## src/rtl/sw_pkg.sv

```systemverilog
// Shared types and constants for the stopwatch control slice.
// FSM state encoding and the per-anode blank patterns used in adjust mode.
package sw_pkg;

  typedef enum logic [1:0] {
    RUN   = 2'd0,
    PAUSE = 2'd1,
    ADJ   = 2'd2
  } sw_state_e;

  localparam logic [3:0] MASK_MIN = 4'b1100;
  localparam logic [3:0] MASK_SEC = 4'b0011;

endpackage

```

## src/rtl/btn_debounce.sv

```systemverilog
// Two-flop synchronizer followed by a stable-sample counter; the output level
// follows the synchronized input once it has differed for DEB_CYCLES cycles.
module btn_debounce #(
  parameter int unsigned DEB_CYCLES = 1_000_000
) (
  input  logic clk,
  input  logic btnR,
  input  logic raw,
  output logic level
);

  localparam int unsigned CW = (DEB_CYCLES > 1) ? $clog2(DEB_CYCLES) : 1;
  localparam logic [CW-1:0] CNT_LAST = CW'(DEB_CYCLES - 1);

  logic          sync1_q, sync2_q;
  logic          level_q, level_d;
  logic [CW-1:0] cnt_q, cnt_d;

  always_comb begin
    level_d = level_q;
    cnt_d   = '0;
    // Any sample that agrees with the current level restarts the run.
    if (sync2_q != level_q) begin
      if (cnt_q == CNT_LAST) begin
        level_d = sync2_q;
      end else begin
        cnt_d = cnt_q + 1'b1;
      end
    end
  end

  always_ff @(posedge clk or posedge btnR) begin
    if (btnR) begin
      sync1_q <= 1'b0;
      sync2_q <= 1'b0;
      level_q <= 1'b0;
      cnt_q   <= '0;
    end else begin
      sync1_q <= raw;
      sync2_q <= sync1_q;
      level_q <= level_d;
      cnt_q   <= cnt_d;
    end
  end

  assign level = level_q;

endmodule

```

## src/rtl/stopwatch_ctrl.sv

```systemverilog
// Stopwatch control: debounced buttons, 1 Hz / 2 Hz divider and a RUN/PAUSE/ADJ
// FSM producing registered increment strobes and the adjust-mode blink mask.
module stopwatch_ctrl
  import sw_pkg::*;
#(
  parameter int unsigned CLK_HZ     = 100_000_000,
  parameter int unsigned DEB_CYCLES = 1_000_000
) (
  input  logic       clk,
  input  logic       btnR,
  input  logic       btnMid,
  input  logic       btn2,
  input  logic       btnS,
  output logic       inc_sec,
  output logic       inc_min,
  output logic [3:0] blank_mask,
  output logic       paused,
  output logic       adj
);

  localparam int unsigned DW = $clog2(CLK_HZ);
  localparam logic [DW-1:0] DIV_LAST      = DW'(CLK_HZ - 1);
  localparam logic [DW-1:0] DIV_HALF      = DW'(CLK_HZ / 2);
  localparam logic [DW-1:0] DIV_HALF_LAST = DW'(CLK_HZ / 2 - 1);

  logic mid_lvl, adj_lvl, sel_lvl;

  btn_debounce #(.DEB_CYCLES(DEB_CYCLES)) u_deb_mid (
    .clk(clk), .btnR(btnR), .raw(btnMid), .level(mid_lvl)
  );
  btn_debounce #(.DEB_CYCLES(DEB_CYCLES)) u_deb_adj (
    .clk(clk), .btnR(btnR), .raw(btn2), .level(adj_lvl)
  );
  btn_debounce #(.DEB_CYCLES(DEB_CYCLES)) u_deb_sel (
    .clk(clk), .btnR(btnR), .raw(btnS), .level(sel_lvl)
  );

  logic          mid_prev_q, press_q, press_d;
  logic [DW-1:0] div_q, div_d;
  sw_state_e     state_q, state_d;
  logic          saved_pause_q, saved_pause_d;
  logic          inc_sec_q, inc_sec_d;
  logic          inc_min_q, inc_min_d;
  logic [3:0]    blank_q, blank_d;
  logic          tick1, tick2, blink_off;

  always_comb begin
    press_d   = mid_lvl & ~mid_prev_q;
    div_d     = (div_q == DIV_LAST) ? '0 : div_q + 1'b1;
    tick1     = (div_q == DIV_LAST);
    tick2     = (div_q == DIV_HALF_LAST) | tick1;
    blink_off = (div_q >= DIV_HALF);

    state_d       = state_q;
    saved_pause_d = saved_pause_q;
    // Entering ADJ wins over a same-cycle pause press, which is dropped.
    case (state_q)
      RUN: begin
        if (adj_lvl) begin
          state_d = ADJ;
        end else if (press_q) begin
          state_d       = PAUSE;
          saved_pause_d = 1'b1;
        end
      end
      PAUSE: begin
        if (adj_lvl) begin
          state_d = ADJ;
        end else if (press_q) begin
          state_d       = RUN;
          saved_pause_d = 1'b0;
        end
      end
      ADJ: begin
        if (!adj_lvl) state_d = saved_pause_q ? PAUSE : RUN;
      end
      default: state_d = RUN;
    endcase

    inc_sec_d = ((state_q == RUN) & tick1) | ((state_q == ADJ) & tick2 & sel_lvl);
    inc_min_d = (state_q == ADJ) & tick2 & ~sel_lvl;
    blank_d   = '0;
    if ((state_q == ADJ) && blink_off) blank_d = sel_lvl ? MASK_SEC : MASK_MIN;
  end

  always_ff @(posedge clk or posedge btnR) begin
    if (btnR) begin
      mid_prev_q    <= 1'b0;
      press_q       <= 1'b0;
      div_q         <= '0;
      state_q       <= RUN;
      saved_pause_q <= 1'b0;
      inc_sec_q     <= 1'b0;
      inc_min_q     <= 1'b0;
      blank_q       <= '0;
    end else begin
      mid_prev_q    <= mid_lvl;
      press_q       <= press_d;
      div_q         <= div_d;
      state_q       <= state_d;
      saved_pause_q <= saved_pause_d;
      inc_sec_q     <= inc_sec_d;
      inc_min_q     <= inc_min_d;
      blank_q       <= blank_d;
    end
  end

  assign inc_sec    = inc_sec_q;
  assign inc_min    = inc_min_q;
  assign blank_mask = blank_q;
  assign paused     = (state_q == PAUSE);
  assign adj        = (state_q == ADJ);

endmodule

```

## config.mk

```make
export PLATFORM = sky130hd
export DESIGN_NAME = stopwatch_ctrl
export DESIGN_NICKNAME = d
export VERILOG_FILES = /design/src/rtl/sw_pkg.sv /design/src/rtl/btn_debounce.sv /design/src/rtl/stopwatch_ctrl.sv
export SDC_FILE = /design/constraint.sdc
export NUM_CORES = 1
export LEC_CHECK = 0
export ABC_AREA = 1
export CAP_MARGIN = 15
export CORE_AREA = 2 2 101 103
export CTS_CLUSTER_SIZE = 24
export DETAILED_ROUTE_END_ITERATION = 7
export DIE_AREA = 0 0 103 105
export MAX_ROUTING_LAYER = met4
export PLACE_DENSITY = 0.75
export SYNTH_ARGS = -nofsm -noshare
export SYNTH_HDL_FRONTEND = slang
export SYNTH_SLANG_ARGS = --single-unit
```

## constraint.sdc

```tcl
create_clock -name clk -period 6 [get_ports clk]
set_input_delay 0.9 -clock clk [delete_from_list [all_inputs] [get_ports clk]]
set_output_delay 0.9 -clock clk [all_outputs]
set_load 0.05 [all_outputs]
```

==> qor.txt, run 1 <==
FLOW RUN
--------------------------------------------------------------------------------
MaxCap Viol Count                                                              0

PLACEMENT
--------------------------------------------------------------------------------
Area after DPL                                                         5880 um^2
Post-DP HPWL                                                             8430 um
Global placer's final weighted congestion                                  0.928
Number of buffers inserted by port buffering                                  12

LOGIC SYNTHESIS
--------------------------------------------------------------------------------
Top cells by area in the synthesized netlist                        dfrtp_1 (47%), nor2_1 (11%), nand2_1 (9.9%), inv_1 (6.6%), nand3_1 (4.8%)
Area share of the leading cell type in the synthesized netlist             46.9%
Sequential fraction of the synthesis area                                  46.9%
Post-Synthesis Cells                                                         732
Post-Syn Area per Cell                                                 7.66 um^2
Number of warning messages in the yosys log                                    0
Synthesized flop and latch total                                             105
Number of nets produced by synthesis                                         742
Netlist area before placement                                          5600 um^2
Number of distinct library cells after synthesis                              31
Most area-hungry cell type in the Yosys netlist                          dfrtp_1

PWR
--------------------------------------------------------------------------------
Max rail drop VDD                                                     0.000183 V
Power density of the placed cells                                    196 nW/um^2
Leakage power summed over all cells                                      2.75 nW

CRITICAL PATH
--------------------------------------------------------------------------------
Worst-path fanout max                                                          5
Required time of the worst setup path                                    5.10 ns
Critical path's slowest cell                                        clkdlybuf4s50_1
List of cells traversed by the critical path                        inv_1 -> nor2_1 -> clkdlybuf4s50_1
Critical path's largest stage delay                                      0.88 ns
Kind of capture point of the worst setup path                        output port
Kind of critical path                                               register to output port
Launching point of the worst reg2reg path                               div_q[0]
Crit path launch                                                      state_q[1]
Critical path data arrival time                                          2.04 ns
CP startpoint kind                                                      register

DIE
--------------------------------------------------------------------------------
Total I/O pin count                                                           13
Std-Cell Core Area                                                     9640 um^2
Die boundary width                                                        103 um
Floorplan row count                                                           36
Starting density of the core                                               58.1%
Floorplan die height                                                      105 um
Die Outline Area                                                      10800 um^2

CELLS AND AREA
--------------------------------------------------------------------------------
Count of antenna diodes in the layout                                          0
Synth-to-layout area growth                                                8.53%
Final #Nets                                                                  763
Non-Filler Cell Area, Final                                            6080 um^2
Fraction of final layout cells sized beyond drive strength 1               7.12%

GLOBAL ROUTING
--------------------------------------------------------------------------------
Via count of the first global-routing pass                                  4457
Global-route congestion overflow total                                         0
Number of antenna violations at the first check in global routing              0
Maximum number of pins on one net before global-route repair                  74
Combined global-route utilization of all metal layers                      23.3%
First-pass GRT wire length                                              19700 um

STA
--------------------------------------------------------------------------------
Post-route minimum period                                                2.94 ns
Max Fclk                                                                 340 MHz
Actual slew at the worst max-slew pin                                   0.873 ns
Slew Limit Headroom                                                        41.8%
Clock skew after layout                                                0.0108 ns
Setup repair after global routing missed its margin                        false
Final Slew Violations                                                          0
Final sum of negative setup slack                                           0 ns
Final cycle utilization of the critical path                               49.1%
Count of final hold-check violations                                           0
Count of final setup violators                                                 0

CLOCK TREE
--------------------------------------------------------------------------------
Worst-case clock buffer depth                                                  2
Root buffer cell                                                        clkbuf_8
Clock sink count                                                             105
H-tree depth                                                                   3
Post-CTS setup repair buffer count                                             0
Post-CTS Hold Fix Bufs                                                         0
Clock buffer count from CTS                                                    9
Worst-skew pair later-pin latency                                        0.37 ns
Clock Pin Slew Worst Setup and Hold Paths                                0.10 ns
TritonCTS clock tree                                                        done
Post-cts sizing count                                                          0

ROUTING
--------------------------------------------------------------------------------
Iteration-0 DRC Markers                                                      187
Routed vias/inst                                                            5.12
Total Wirelength                                                        11100 um
Count of vias placed by the detailed router                                 4564
First-pass DRT Iterations                                                      4
Number of DRC violations after detailed routing                                0
Routed Antenna Nets                                                            0
Routed wire length per instance                                          12.5 um

MIN PATH
--------------------------------------------------------------------------------
Startpoint of the worst hold path                                   u_deb_adj.sync1_q
Hold/Removal Path Class                                             register to register

RUN STATUS
--------------------------------------------------------------------------------
Status                                                              finished, final reports clean

routing by layer:
layer	global-route usage, %	vias up	share of wire [%]
met5	-	-	0
met4	6.67	0	1.7
li1	-	2329	-
met3	5.08	18	4.2
met1	31.6	2119	47
met2	35.4	98	47
path summary, 6_finish.rpt:
| kind | endpoint | slack (ns) | depth (start not counted) |
|---|---|---|---|
| max | adj | 3.06 | 3 |
| min | u_deb_adj.sync2_q | 0.36 | 0 |
| max reg2reg | div_q[23] | 4.21 | 8 |
| min reg2reg | u_deb_adj.sync2_q | 0.36 | 0 |
| max in group asynchronous | inc_min | 3.90 | 3 |
| min in group asynchronous | div_q[12] | 0.87 | 2 |
area by class of cell:
| type | count | area (um^2) |
|---|---|---|
| clock buffer | 9 | 124 |
| clock inverter | 7 | 77.6 |
| fill | 879 | 3560 |
| inverter | 101 | 382 |
| multi-input combinational | 523 | 2580 |
| sequential | 105 | 2630 |
| tap | 133 | 166 |
| timing repair buffer | 13 | 128 |
worst max-delay path, delay by kind of cell, from the launching register on:
family	cells	cell delay [ns]
buf+inv	2	0.99
simple gates	1	0.31
flops	1	0.38
power breakdown:
group / switching (W) / total (W) / leakage, nW / internal, W
Sequential: 0.00000506 / 0.000719 / 1.43 / 0.000714
Combinational: 0.0000260 / 0.0000357 / 1.22 / 0.00000972
Clock: 0.000243 / 0.000439 / 0.100 / 0.000196
metrics by stage:
step                      total power (W)  worst slack [ns]  std cells  util, %  hold slack (ns)
after floorplan                  0.000758              2.34        732        -            0.331
after global routing              0.00125              2.92        891     63.1            0.369
after CTS                         0.00122              3.04        891     63.1            0.360
final                             0.00119              3.06        891     63.1            0.357
after detailed placement         0.000770              3.42        875     61.0            0.337
after global placement           0.000768              3.44        875     61.0            0.332
sequential cells by signal, indices dropped and copies added, names as in the netlist, 2 cells and up:
signal / count
u_deb_sel.cnt_q: 20
div_q: 27
u_deb_adj.cnt_q: 20
state_q: 2
blank_mask: 2
u_deb_mid.cnt_q: 20
cells in the final DEF, fill, tap and decap left out, types with 2 or more instances in the layout:
cell             count
a21oi_1             21
clkbuf_8             9
clkdlybuf4s50_1     12
clkinv_4             2
dfrtp_1            105
ha_1                 5
inv_1               97
inv_2                3
inv_6                2
nand2_1            148
nand2_2              9
nand3_1             54
nand3_2              3
nand3b_1             5
nand4_1             11
nor2_1             166
nor2_2               4
nor2_4               4
nor3_1              26
nor3_2               6
nor3_4               2
nor3b_1              4
o21ai_0             10
or2_2                2
xnor2_1              7
xor2_1              29
logic make-up after synthesis:
kind of cell	Yosys count	share of synthesized area [%]
DFF	105	46.9
xor gates and xnor gates	36	5.63
AOI/OAI and AO/OA	33	3.04
buffers and inverters	104	7.12
and+or+nand+nor	449	36.2
adders and majority gates	5	1.12
cell usage after synthesis:
library cell	count
nor2_4	4
inv_2	3
o2111ai_1	1
xnor2_1	7
buf_2	1
or2_2	2
nor2_2	4
nand2_4	1
nor3b_1	4
nand2_2	9
nor2_8	1
nand3b_1	5
nand3_2	3
nor4_1	1
xor2_1	29
nand4_1	11
nor3_2	6
ha_1	5
a31oi_1	1
dfrtp_1	105
and2_4	1
nor2_1	166
nor3_1	26
nand3_1	54
o21ai_0	10
buf_4	2
nor3_4	2
or2_0	1
inv_1	98
a21oi_1	21
nand2_1	148
(Power assumes the default switching activity.)
==> run 2, diff against run 1 <==
--- a/config.mk
+++ b/config.mk
@@ -7,12 +7,12 @@
 export LEC_CHECK = 0
 export ABC_AREA = 1
 export CAP_MARGIN = 15
-export CORE_AREA = 2 2 101 103
+export CORE_AREA = 2 2 104 106
 export CTS_CLUSTER_SIZE = 24
 export DETAILED_ROUTE_END_ITERATION = 7
-export DIE_AREA = 0 0 103 105
+export DIE_AREA = 0 0 106 108
 export MAX_ROUTING_LAYER = met4
-export PLACE_DENSITY = 0.75
+export PLACE_DENSITY = 0.74
 export SYNTH_ARGS = -nofsm -noshare
 export SYNTH_HDL_FRONTEND = slang
 export SYNTH_SLANG_ARGS = --single-unit
==> constraint.sdc (replaced) <==
create_clock -name clk -period 2.7 [get_ports clk]
set_input_delay 0.405 -clock clk [delete_from_list [all_inputs] [get_ports clk]]
set_output_delay 0.405 -clock clk [all_outputs]
set_load 0.05 [all_outputs]
==> run 2 against run 1 <==
Against the previous run: via count decreased by 1.2%; utilization decreased by 3.6 points; sequential power increased by 120%; clock skew decreased by 0.0040 ns; highest routed layer unchanged; critical endpoint unchanged; worst hold slack improved by 0.0025 ns; die area increased by 5.9%; total power increased by 120%; global-route usage decreased by 0.82 points; sequential cell count unchanged; critical path depth unchanged; largest power group unchanged.
==> qor.txt, run 2 (synthesis gave the netlist of run 1 again) <==
CLOCK TREE
--------------------------------------------------------------------------------
Root buffer cell                                                        clkbuf_8
H-tree depth                                                                   3   unchanged
Worst-skew pair later-pin latency                                        0.38 ns   about the same
Post-cts sizing count                                                          0   unchanged
Post-CTS Hold Fix Bufs                                                         0   unchanged
TritonCTS clock tree                                                        done
Worst-case clock buffer depth                                                  2   unchanged
Post-CTS setup repair buffer count                                             0   unchanged
Clock sink count                                                             105   unchanged
Clock Pin Slew Worst Setup and Hold Paths                                0.11 ns   about the same
Clock buffer count from CTS                                                    9   unchanged

CRITICAL PATH
--------------------------------------------------------------------------------
Critical path's slowest cell                                        clkdlybuf4s50_1
Register-to-register setup slack                                         0.93 ns   -3.28 ns
Launching point of the worst reg2reg path                               div_q[0]
Critical path data arrival time                                          2.02 ns   -0.02 ns
Kind of capture point of the worst setup path                        output port
Critical path's largest stage delay                                      0.88 ns   about the same
List of cells traversed by the critical path                        inv_1 -> nor2_1 -> clkdlybuf4s50_1
Worst-path fanout max                                                          5   unchanged
Crit path launch                                                      state_q[1]
Kind of critical path                                               register to output port
CP startpoint kind                                                      register
Required time of the worst setup path                                    2.30 ns   -2.80 ns

STA
--------------------------------------------------------------------------------
Final sum of negative setup slack                                           0 ns   unchanged
Setup repair after global routing missed its margin                        false
Final cycle utilization of the critical path                               89.7%
Post-route minimum period                                                2.42 ns
Clock skew after layout                                               0.00671 ns   -0.00405 ns
Count of final setup violators                                                 0   unchanged
Count of final hold-check violations                                           0   unchanged
Slew Limit Headroom                                                        62.9%   +21 points
Final Slew Violations                                                          0   unchanged
Actual slew at the worst max-slew pin                                   0.556 ns   -0.317 ns
Max Fclk                                                                 413 MHz

GLOBAL ROUTING
--------------------------------------------------------------------------------
First-pass GRT wire length                                              20200 um   +2.2%
Number of antenna violations at the first check in global routing              0   unchanged
Maximum number of pins on one net before global-route repair                 106   +43%
Global-route congestion overflow total                                         0   unchanged
Via count of the first global-routing pass                                  4606   +3.3%
Combined global-route utilization of all metal layers                      22.5%   -0.82 points

CELLS AND AREA
--------------------------------------------------------------------------------
Flip-flop and latch area                                               2630 um^2   unchanged
Final cell utilization of the core                                         59.5%   -3.6 points
Commonest non-fill, non-tap cells in the layout                     nor2_1 (166), nand2_1 (148), dfrtp_1 (105)
Number of inserted filler cells in the final layout                          940   +6.9%
Synth-to-layout area growth                                                8.71%
Flip-flop count of the largest register after layout                          27   unchanged
Final #Nets                                                                  763   unchanged
Count of antenna diodes in the layout                                          0   unchanged
Top reg by flops                                                           div_q
Commonest non-fill, non-tap cell in the layout                            nor2_1
Area of combinational cells with multiple inputs                       2580 um^2   unchanged
Fraction of final layout cells sized beyond drive strength 1               7.12%   unchanged

ROUTING
--------------------------------------------------------------------------------
Count of vias placed by the detailed router                                 4510   -1.2%
Total Wirelength                                                        11000 um   -1.3%
Iteration-0 DRC Markers                                                      224   +20%
Number of DRC violations after detailed routing                                0   unchanged
First-pass DRT Iterations                                                      5   +1
Routed vias/inst                                                            5.04   -1.5%
Routed Antenna Nets                                                            0   unchanged
Routed wire length per instance                                          12.3 um   -1.7%

PWR
--------------------------------------------------------------------------------
Max rail drop VDD                                                     0.000318 V   +74%
Power density of the placed cells                                    436 nW/um^2   +120%
Switching power total                                                 0.000664 W   +140%
Cell internal power dissipation                                        0.00199 W   +120%
Total power                                                            0.00266 W   +120%
Seq pwr share                                                              60.1%   about the same
Share of total power consumed by net switching                             25.0%   +2.1 points
Combinational share of power                                                3.1%   about the same
Leakage power summed over all cells                                      2.75 nW   about the same
Clock share of power                                                       36.7%   about the same

PLACEMENT
--------------------------------------------------------------------------------
Global placer's final weighted congestion                                  0.918   -1.1%
Number of buffers inserted by port buffering                                  12   unchanged
Post-DP HPWL                                                             8090 um   -4.0%

DIE
--------------------------------------------------------------------------------
Die Outline Area                                                      11400 um^2   +5.9%
Die boundary width                                                        106 um   +2.9%
Floorplan die height                                                      108 um   +2.9%
Floorplan row count                                                           37   +2.8%
Starting density of the core                                               54.8%   -3.4 points
Total I/O pin count                                                           13   unchanged
Std-Cell Core Area                                                    10200 um^2   +6.1%

RUN STATUS
--------------------------------------------------------------------------------
Status                                                              finished, final reports clean

MIN PATH
--------------------------------------------------------------------------------
Hold/Removal Path Class                                             register to register
Startpoint of the worst hold path                                   u_deb_adj.sync1_q

FLOW RUN
--------------------------------------------------------------------------------
MaxCap Viol Count                                                              0   unchanged

-- run 2: changes by cell type in the layout (fill, tap and decap cells not counted), sizes merged --
cell / change
bufinv: -1
clkinv: -2
inv: +1
clkinvlp: +1
clkbuf: +1
-- run 2: worst paths after layout --
| kind | end | depth (start not counted) |
|---|---|---|
| max | adj | 3 |
| min | u_deb_adj.sync2_q | 0 |
| max reg2reg | div_q[21] | 8 |
| min reg2reg | u_deb_adj.sync2_q | 0 |
| max in group asynchronous | div_q[18] | 3 |
| min in group asynchronous | u_deb_adj.cnt_q[4] | 3 |
-- run 2: area by class of cell --
class                           count  share of cell area [%]
Clock buffer                       10                    2.26
Clock inverter                      6                   0.924
Inverter                          101                    6.28
Multi-Input combinational cell    523                    42.3
Sequential cell                   105                    43.1
Tap cell                          136                    2.79
Timing Repair Buffer               13                    2.30
-- run 2: worst max-delay path, delay by kind of cell, from the launching register on --
family | cells | cell delay (ns)
buf+inv | 2 | 0.98
flops | 1 | 0.38
simple gates | 1 | 0.27
-- run 2: routing by layer --
metal | GRT usage, % | share of wire, %
met1 | 28.3 | 47
met2 | 37.0 | 48
met3 | 4.16 | 3.5
met4 | 7.89 | 1.7
met5 | - | 0
-- run 2: power groups by stage --
| stage | registers [W] | logic [W] | clock network (W) |
|---|---|---|---|
| floorplan | 0.00163 | 0.0000581 | 0 |
| global placement | 0.00163 | 0.0000831 | 0 |
| detailed placement | 0.00163 | 0.0000866 | 0 |
| CTS | 0.00160 | 0.0000873 | 0.00100 |
| global route | 0.00160 | 0.0000982 | 0.00105 |
| finish | 0.00160 | 0.0000835 | 0.000975 |
-- run 2: through the flow --
step,hold slack [ns],area [um^2],worst slack [ns],instances
finish,0.359,6090,0.277,894
floorplan,0.331,5610,1.04,732
global route,0.370,6090,0.172,894
detailed placement,0.337,5900,0.709,878
global placement,0.332,5900,0.734,878
CTS,0.362,6090,0.266,894
